--- config.mk ---
export PLATFORM = sky130hd
export DESIGN_NAME = mem_access_ctrl
export DESIGN_NICKNAME = d
export VERILOG_FILES = /design/src/rtl/mem_ctrl_pkg.sv /design/src/rtl/mem_extend.sv /design/src/rtl/mem_access_ctrl.sv
export SDC_FILE = /design/constraint.sdc
export NUM_CORES = 1
export LEC_CHECK = 0
export BUFFER_PORTS_ARGS = -buffer_cell sky130_fd_sc_hd__buf_2
export CORE_UTILIZATION = 45
export CTS_CLUSTER_SIZE = 40
export DETAILED_ROUTE_END_ITERATION = 10
export GPL_ROUTABILITY_DRIVEN = 0
export GPL_TIMING_DRIVEN = 0
export PLACE_DENSITY = 0.81
export SKIP_CTS_REPAIR_TIMING = 1
export SYNTH_ARGS = -nofsm -noshare
export SYNTH_HDL_FRONTEND = slang
export SYNTH_SLANG_ARGS = --single-unit
--- constraint.sdc ---
create_clock -name CLK -period 11.4 [get_ports CLK]
set_input_delay 1.71 -clock CLK [delete_from_list [all_inputs] [get_ports CLK]]
set_output_delay 1.71 -clock CLK [all_outputs]
set_load 0.005 [all_outputs]
--- src/rtl/mem_ctrl_pkg.sv ---
// mem_ctrl_pkg: shared encodings, FSM states, error codes and size helper for mem_access_ctrl
package mem_ctrl_pkg;
  localparam logic [1:0] SZ_BYTE = 2'b00;
  localparam logic [1:0] SZ_HALF = 2'b01;
  localparam logic [1:0] SZ_WORD = 2'b10;
  localparam logic [1:0] EC_SIZE = 2'b00;
  localparam logic [1:0] EC_ALIGN = 2'b01;
  localparam logic [1:0] EC_RANGE = 2'b10;
  localparam logic [1:0] EC_TIMEOUT = 2'b11;
  typedef enum logic [2:0] {
    S_IDLE, S_CHECK, S_SETUP, S_ACCESS, S_RELEASE, S_DONE, S_FAULT
  } state_t;
  function automatic logic [2:0] size_bytes(input logic [1:0] sz);
    return sz == SZ_BYTE ? 3'd1 : sz == SZ_HALF ? 3'd2 : 3'd4;
  endfunction
endpackage

--- src/rtl/mem_extend.sv ---
// mem_extend: low-lane select with sign/zero extension
//   ms   [2:0]  : [1:0] size, [2] sign-extend (ignored for word)
//   dout [31:0] : raw data, low lanes used
//   res  [31:0] : extended result
module mem_extend
  import mem_ctrl_pkg::*;
(
  input  logic [2:0]  ms,
  input  logic [31:0] dout,
  output logic [31:0] res
);
  always_comb
    res = ms[1:0] == SZ_BYTE ? {{24{ms[2] & dout[7]}}, dout[7:0]} :
          ms[1:0] == SZ_HALF ? {{16{ms[2] & dout[15]}}, dout[15:0]} : dout;
endmodule

--- src/rtl/mem_access_ctrl.sv ---
// mem_access_ctrl: single-request load/store controller driving a MOV/MOC RAM
//   CLK, RST_N              : clock, async active-low reset
//   REQ, RW, MS, ADDR, WDATA: request (RW=1 read, MS[1:0] size, MS[2] signed load)
//   READY, DONE, ERR        : idle flag, completion pulse, abort pulse
//   ERR_CODE, RDATA         : abort reason, extended load result
//   MEM_*                   : RAM handshake and data (MOV out, MOC in)
module mem_access_ctrl
  import mem_ctrl_pkg::*;
#(
  parameter int ADDR_LIMIT     = 256,
  parameter int TIMEOUT_CYCLES = 15
) (
  input  logic        CLK,
  input  logic        RST_N,
  input  logic        REQ,
  input  logic        RW,
  input  logic [2:0]  MS,
  input  logic [31:0] ADDR,
  input  logic [31:0] WDATA,
  output logic        READY,
  output logic        DONE,
  output logic        ERR,
  output logic [1:0]  ERR_CODE,
  output logic [31:0] RDATA,
  output logic        MEM_MOV,
  output logic        MEM_RW,
  output logic [2:0]  MEM_MS,
  output logic [31:0] MEM_ADDR,
  output logic [31:0] MEM_DIN,
  input  logic        MEM_MOC,
  input  logic [31:0] MEM_DOUT
);
  localparam int CW = $clog2(TIMEOUT_CYCLES + 1);
  state_t state, nxt;
  logic rw_q;
  logic [2:0] ms_q;
  logic [31:0] addr_q, wdata_q, ext, din_mask;
  logic [1:0] code_q, fcode;
  logic [CW-1:0] cnt;
  logic fault, misaligned, out_of_range, tmo;
  mem_extend u_ext (.ms(ms_q), .dout(MEM_DOUT), .res(ext));
  // store data reuses the extender as a zero-extending mask
  mem_extend u_mask (.ms({1'b0, ms_q[1:0]}), .dout(wdata_q), .res(din_mask));
  always_comb begin
    misaligned = (ms_q[1:0] == SZ_HALF && addr_q[0]) || (ms_q[1:0] == SZ_WORD && addr_q[1:0] != 2'b00);
    out_of_range = {1'b0, addr_q} + 33'(size_bytes(ms_q[1:0])) > 33'(ADDR_LIMIT);
    fault = ms_q[1:0] == 2'b11 || misaligned || out_of_range;
    fcode = ms_q[1:0] == 2'b11 ? EC_SIZE : misaligned ? EC_ALIGN : EC_RANGE;
    // cnt counts completed cycles in the current state, so this fires on the last allowed one
    tmo = cnt == CW'(TIMEOUT_CYCLES - 1);
    nxt = state;
    case (state)
      S_IDLE:    nxt = REQ ? S_CHECK : S_IDLE;
      S_CHECK:   nxt = fault ? S_FAULT : S_SETUP;
      S_SETUP:   nxt = S_ACCESS;
      S_ACCESS:  nxt = MEM_MOC ? S_RELEASE : tmo ? S_FAULT : S_ACCESS;
      S_RELEASE: nxt = !MEM_MOC ? S_DONE : tmo ? S_FAULT : S_RELEASE;
      default:   nxt = S_IDLE;
    endcase
  end
  always_ff @(posedge CLK or negedge RST_N)
    if (!RST_N) begin
      state <= S_IDLE;
      READY <= 1'b1;
      DONE <= 1'b0;
      ERR <= 1'b0;
      ERR_CODE <= EC_SIZE;
      RDATA <= '0;
      MEM_MOV <= 1'b0;
      MEM_RW <= 1'b1;
      MEM_MS <= '0;
      MEM_ADDR <= '0;
      MEM_DIN <= '0;
      rw_q <= 1'b1;
      ms_q <= '0;
      addr_q <= '0;
      wdata_q <= '0;
      code_q <= EC_SIZE;
      cnt <= '0;
    end else begin
      state <= nxt;
      READY <= nxt == S_IDLE;
      DONE <= nxt == S_DONE;
      MEM_MOV <= nxt == S_ACCESS;
      // ERR is raised as FAULT is left, giving the two-cycle abort latency
      ERR <= state == S_FAULT;
      if (state == S_FAULT) ERR_CODE <= code_q;
      cnt <= nxt != state ? '0 : cnt + 1'b1;
      if (state == S_IDLE && REQ) begin
        rw_q <= RW;
        ms_q <= MS;
        addr_q <= ADDR;
        wdata_q <= WDATA;
      end
      if (state == S_CHECK) code_q <= fcode;
      if ((state == S_ACCESS || state == S_RELEASE) && nxt == S_FAULT) code_q <= EC_TIMEOUT;
      if (state == S_CHECK && nxt == S_SETUP) begin
        MEM_ADDR <= addr_q;
        MEM_RW <= rw_q;
        MEM_MS <= {1'b0, ms_q[1:0]};
        MEM_DIN <= din_mask;
      end
      if (state == S_ACCESS && MEM_MOC && rw_q) RDATA <= ext;
    end
endmodule

* After elaboration in Yosys (flattened, before gate mapping)
Index checks and enable logic that the tools add are counted.
** Storage, ports and cells
- Register bits :: 182
- Bits of input ports :: 104
- Output and inout bits :: 106
- Logic and storage cells :: 70
** Cells by class
- Add/subtract/negate cells :: 2
- Order comparisons :: 1
- Eq/ne operators :: 14
- Mux-type cells :: 18
- Bitwise gates (word level) :: 2
- Reductions and logical operators :: 16
** Operators with widths (count)
- $mux 32 :: 4
- $add 32x3->33 :: 1
- $gt 33x9->1 const B :: 1
- $mux 3 :: 5
- $pmux 3 s5 :: 1
- $eq 3x2->1 const B :: 4
- $eq 3x3->1 const B :: 4
- $mux 2 :: 6
- $logic_and 1x1->1 :: 7
- $logic_not 3->1 :: 2
- $add 4x1->4 const B :: 1
- $eq 2x2->1 const B :: 2
- $eq 4x4->1 const B :: 1
- $logic_or 1x1->1 :: 4
- $mux 4 :: 1
- $reduce_bool 2->1 :: 2
- $eq 3x1->1 const B :: 1
- $ne 3x3->1 :: 1
- $and 1x1->1 :: 2
- $eq 2x1->1 const B :: 1
- $logic_not 2->1 :: 1
- $mux 1 :: 1

* Longest topological paths before layout
- Depth in word-level cells :: 11
- Mapped depth :: 17

* Hierarchy
From an unflattened synthesis, not the netlist that was laid out.
** Unflattened totals
- Cell total of the unflattened synthesis :: 692
- Area, all modules :: 8346.8 µm²
** By module, submodules not included
- mem_access_ctrl :: times used 1, cells an instance 560, area an instance 7576.0 µm², sequential area each 4558.1 µm²
- mem_extend :: times used 2, cells an instance 66, area an instance 385.4 µm², sequential area each 0.0 µm²

* Least setup slack after synthesis
No wires, ideal clock.
- Path type :: reg2reg
- Start :: register ms_q[1]
- End :: register MEM_ADDR[0]
- Library setup time :: 0.128 ns
- Arrival time :: 3.947 ns
- Required time :: 11.272 ns
- Path slack :: 7.325 ns
- Stages on the path, launching flop included :: 17
- Path buffers :: 4
- Cells stage by stage :: dfrtp_1 -> clkbuf_1 -> or2_2 -> clkbuf_1 -> inv_1 -> ha_1 -> fa_1 -> a21oi_1 -> or3_1 -> clkbuf_1 -> nor3_1 -> xor2_1 -> or4_1 -> nor4b_2 -> nand3_1 -> buf_2 -> mux2_1
** On the way
- Longest elaborated chain between the ends :: 10
** Ends and longest elaborated chain
- from (decl) :: RTL line mem_access_ctrl.sv:36 : logic [2:0] ms_q;
- from (signal assigned) :: RTL line mem_access_ctrl.sv:75 : ms_q <= '0;
- from (signal assigned) :: RTL line mem_access_ctrl.sv:91 : ms_q <= MS;
- $eq 2x1->1 :: RTL line mem_ctrl_pkg.sv:14, mem_access_ctrl.sv:45
- $mux 3 (2 in a row) :: RTL line mem_ctrl_pkg.sv:14 : return sz == SZ_BYTE ? 3'd1 : sz == SZ_HALF ? 3'd2 : 3'd4;
- $add 32x3->33 :: RTL line mem_access_ctrl.sv:46 : out_of_range = {1'b0, addr_q} + 33'(size_bytes(ms_q[1:0])) > 33'(ADDR_LIMIT);
- $gt 33x9->1 :: RTL line mem_access_ctrl.sv:46
- $logic_or 1x1->1 * :: RTL line mem_access_ctrl.sv:47 : fault = ms_q[1:0] == 2'b11 || misaligned || out_of_range;
- $mux 3 * :: RTL line mem_access_ctrl.sv:54 : S_CHECK: nxt = fault ? S_FAULT : S_SETUP;
- $pmux 3 s5 * :: RTL line mem_access_ctrl.sv:52 : case (state)
- $eq 3x2->1 * :: RTL line mem_access_ctrl.sv:97 : if (state == S_CHECK && nxt == S_SETUP) begin
- $logic_and 1x1->1 * :: RTL line mem_access_ctrl.sv:97
- to (signal assigned) :: RTL line mem_access_ctrl.sv:98 : MEM_ADDR <= addr_q;
- to (decl) :: RTL line mem_access_ctrl.sv:28 : output logic [31:0] MEM_ADDR,
Mark *: on every way between the ends. The rest lies on a longest branch, timed or not.
A chain may end at the register's enable or synchronous reset.

* Worst setup path in the final report
- Start :: register ms_q[1]
- End :: register MEM_ADDR[26]
Same word-level chain as after synthesis.

==> run summary <==
The run finished with clean final reports. Combinational cells account for 29.5% of the total power. The clock network accounts for 27.0% of the total power. The via count of the first global-routing pass was 5882; the mean area per synthesized cell was 11.6 um^2. Counting flops and latches in the post-synthesis netlist gives 182. Summing the areas of all compound-gate instances in the mapped netlist gives 6.56% of the synthesized area. The worst register-to-register path has a setup slack of 6160 ps.

The synthesized netlist devotes 12.6% of its cell area to simple gates. Once layout is complete, the cells apart from fillers number 1131. The worst setup path is captured at a flop. The placeable core area was 0.0168 mm^2; the share of the clock period used by the worst path was 46.0%.

Maximum count of clock buffers along a single path: 2. The post-synthesis adder-cell area fraction was 1.06%. The number of maximum-capacitance constraint violations was 0; the number of hold violations in the final report was 0.

The via density per instance is 5.10. Setup repair after global routing left no endpoint under its margin. In the global route stage, met3 resource usage came out at 5.44%. The startpoint-to-endpoint class of the critical path is flop to flop.

In this run the tool buffered the top-level ports with 208 buffer cells. The first detailed-routing pass took 4 iterations. In the synthesized netlist the dominant register cell turns out to be dfrtp_1. For this run, asynchronously set or reset flops after synthesis account for 100%.

Total number of placement rows: 47. Largest area contributor in the synthesized netlist: dfrtp_1. The relative contribution of sequential cells to total power is 43.5%.

The min-delay analysis places its worst path in the category flop to flop. The logs give 22.4 ps for the final worst clock skew and 0 for the remaining routing DRC violations. The critical path ends at MEM_ADDR[26].

Counting the fill cells in the layout gives 1446. The area growth from synthesis to layout is 25.7%. The tree built by TritonCTS fans out to 182 sinks.

The tools report the root buffer cell as clkbuf_16. The end of the worst register-to-register path is MEM_ADDR[26]. IR analysis of the VDD net gives a maximum drop of 0.126 mV.

After synthesis, the cell types taking the most area are dfrtp_1 57%, mux2_2 11%, mux2i_1 3.3%, nand2_1 3.1%, mux2_1 2.9%. For the required time at the worst-slack endpoint, the log shows 11720 ps. The number of nets handed over by synthesis was 780.

The final count of pins violating max slew is 0, and the cell total after placement is 1099. TritonCTS built the clock tree. The tools report the total CTS buffers as 17.

The source of the worst register-to-register timing path was ms_q[1]. Timing would allow up to 0.191 GHz. The slew at the pin closest to its max-slew limit is 839 ps, and the met2 track utilization from global routing is 36.1%. Detailed routing inserted a total of 5767 vias.

The clock period could shrink to 5240 ps. The starting density of the core is 46.5%. Setup violations remaining at the end of the flow were counted as 0. Entering global routing, the biggest net connects 111 pins. The detail route stage leaves a number of antenna-violating nets equal to 0. The sequential standard cell area was 0.00456 mm^2; the detailed placement HPWL was 13.2 mm.

Of the post-synthesis cell area, the part taken by muxes is 16.8%. The area of the die was 0.0179 mm^2; the number of library cell types mapped by synthesis was 54. The global router's overall resource usage was 21.6%. The cell area that synthesis handed to floorplanning was 0.00780 mm^2. At the later pin of the worst-skew pair, clock insertion delay measures 440 ps. The net switching power was 797 uW; the share of post-route cells with drive strength above 1 was 36.3%. The clock transition time at the flip-flop clock pins of the worst setup and hold paths works out to 80 ps.

Total negative slack: 0 ps. For the routed wire length, the log shows 18.2 mm. The power density normalized to cell area works out to 234 mW/mm^2. Y dimension of the die: 134 um. In the final routed layout, each cell accounts on average for 16.1 um. The I/O pin count came out at 210. Along the worst path, the maximum fanout reaches 10.

The first global-routing pass estimated 29.6 mm of wire. The multi-input combinational cells in the finished layout cover a total of 0.00295 mm^2. The portion of synthesized cell area occupied by the leading cell type was 57.4%.

The final layout contains 1008 nets. Data arrives at the worst endpoint at 5560 ps. The number of cells on the worst reg-to-reg path is 17. Global routing used 26.7% of the available met1 tracks. In the post-synthesis netlist, the cell with the most instances is dfrtp_1. 0 antenna diodes ended up in the layout. For the final standard cell utilization of the core, the log shows 58.5%.

The tools report the startpoint of the worst setup timing path as ms_q[1]. The initial antenna violation count came out at 0. met2 is the most crowded layer. The cell internal power dissipation is 1500 uW, and the fraction of power spent switching nets is 34.7%. Yosys mapped a number of flops with a built-in enable equal to 0. After global routing the overflow that remains totals 0. After routing the design area is 0.00980 mm^2. The worst setup path is launched from a flop.

The run gives 670 as the post-synthesis instance total. Sorting the synthesized cells by how often they occur yields 179 x dfrtp_1, 73 x mux2_2, 65 x nand2_1. In this run, the number of DRC markers left after iteration 0 of detailed routing was 304. The logs give 0.00915 mm^2 for the post-place instance area and 58.5% for the sequential area share after synthesis. Measured against its own limit, the worst slew margin works out to 44.0%.

The width of the die was 134 um. The Yosys step of the flow raised 0 warnings. The H-tree generated during clock tree synthesis spans 4 levels. After synthesis, the largest family of logic cells by area is multiplexers. In this run the static leakage power is 0.00503 uW.

XOR/XNOR share of the synthesized area: 0.786%.
[how the worst min path moves through the flow]
stage	from	end	slack, ps	cells after the start
after floorplan	cnt[0]	cnt[0]	450	1
after global placement	wdata_q[4]	MEM_DIN[4]	460	1
after detailed placement	MEM_ADDR[18]	MEM_ADDR[18]	470	1
after CTS	MEM_ADDR[9]	MEM_ADDR[9]	490	1
after global routing	MEM_ADDR[9]	MEM_ADDR[9]	490	1
final	MEM_ADDR[9]	MEM_ADDR[9]	480	1
[cells in the final DEF (no fill, tap or decap), types with 4 or more instances in the layout]
master / count
clkbuf_1: 26
dfrtp_1: 179
xor2_1: 4
nor2_1: 45
buf_2: 208
ha_1: 5
or4_1: 5
nand3_1: 13
mux2i_1: 26
o31ai_1: 4
and3_1: 6
mux2_2: 73
clkbuf_16: 17
a21oi_1: 43
nand4_1: 9
mux2_1: 20
clkinv_8: 6
o21ai_0: 15
a31oi_1: 4
nand2_1: 65
nor3b_1: 4
and2_1: 25
inv_8: 4
inv_1: 37
nor3_1: 10
o211ai_1: 4
[worst max-delay path: stages, from the launching register on]
cell      delay (ps)
dfrtp_1          380
clkbuf_1         440
or2_2            200
clkbuf_1         280
inv_1            160
ha_1             250
fa_1             430
a21oi_1          470
or3_1            190
clkbuf_1         250
nor3_1           120
xor2_1           140
or4_1            430
nor4b_2          360
nand3_1          310
buf_4            300
clkbuf_1         200
and2_1           210
[power by group through the flow]
stage	clock, uW	sequential, uW	combinational [uW]
finish	620	999	677
global route	659	1030	757
CTS	633	998	683
detailed placement	0	1010	681
global placement	0	999	652
floorplan	0	977	463
[cells by family (layout without fill, tap and decap cells)]
family          Yosys count  after routing
simple gates            198            198
compound gates           87             87
fa+ha+maj                 6              6
flops                   182            182
xor+xnor                  7              7
buf+inv                  70            311
other cells               1              1
mux                     119            119
[through the flow]
stage | total power (uW) | hold WS, ps | setup slack, ps
2_1_floorplan | 1440 | 454 | 7330
3_3_place_gp | 1650 | 463 | 5750
3_5_place_dp | 1690 | 466 | 6130
4_1_cts | 2310 | 489 | 6090
5_1_grt | 2450 | 495 | 5680
6_report | 2300 | 485 | 6160
[layout make-up]
cell class / instances / area share [%]
flip-flops and latches: 182 / 46.5
inverters: 37 / 1.42
multi-input cells: 418 / 30.1
clock inverters: 15 / 2.26
clock buffers: 17 / 4.34
well taps: 220 / 2.81
repair buffers: 209 / 11.0
plain buffers: 33 / 1.55
[flip-flops by register name, summed over array words and instances (netlist names), 3 cells and up]
register / flops
cnt: 4
ms_q: 3
wdata_q: 32
MEM_ADDR: 32
addr_q: 32
RDATA: 32
state: 3
MEM_DIN: 32
[metal layers]
| layer | part of all wire (%) | up-vias |
|---|---|---|
| met5 | 0 | - |
| met4 | 2.6 | 0 |
| met3 | 5.6 | 31 |
| met2 | 49 | 190 |
| met1 | 43 | 2787 |
| li1 | - | 2759 |
No activity file was read; power rests on OpenSTA's default activity.
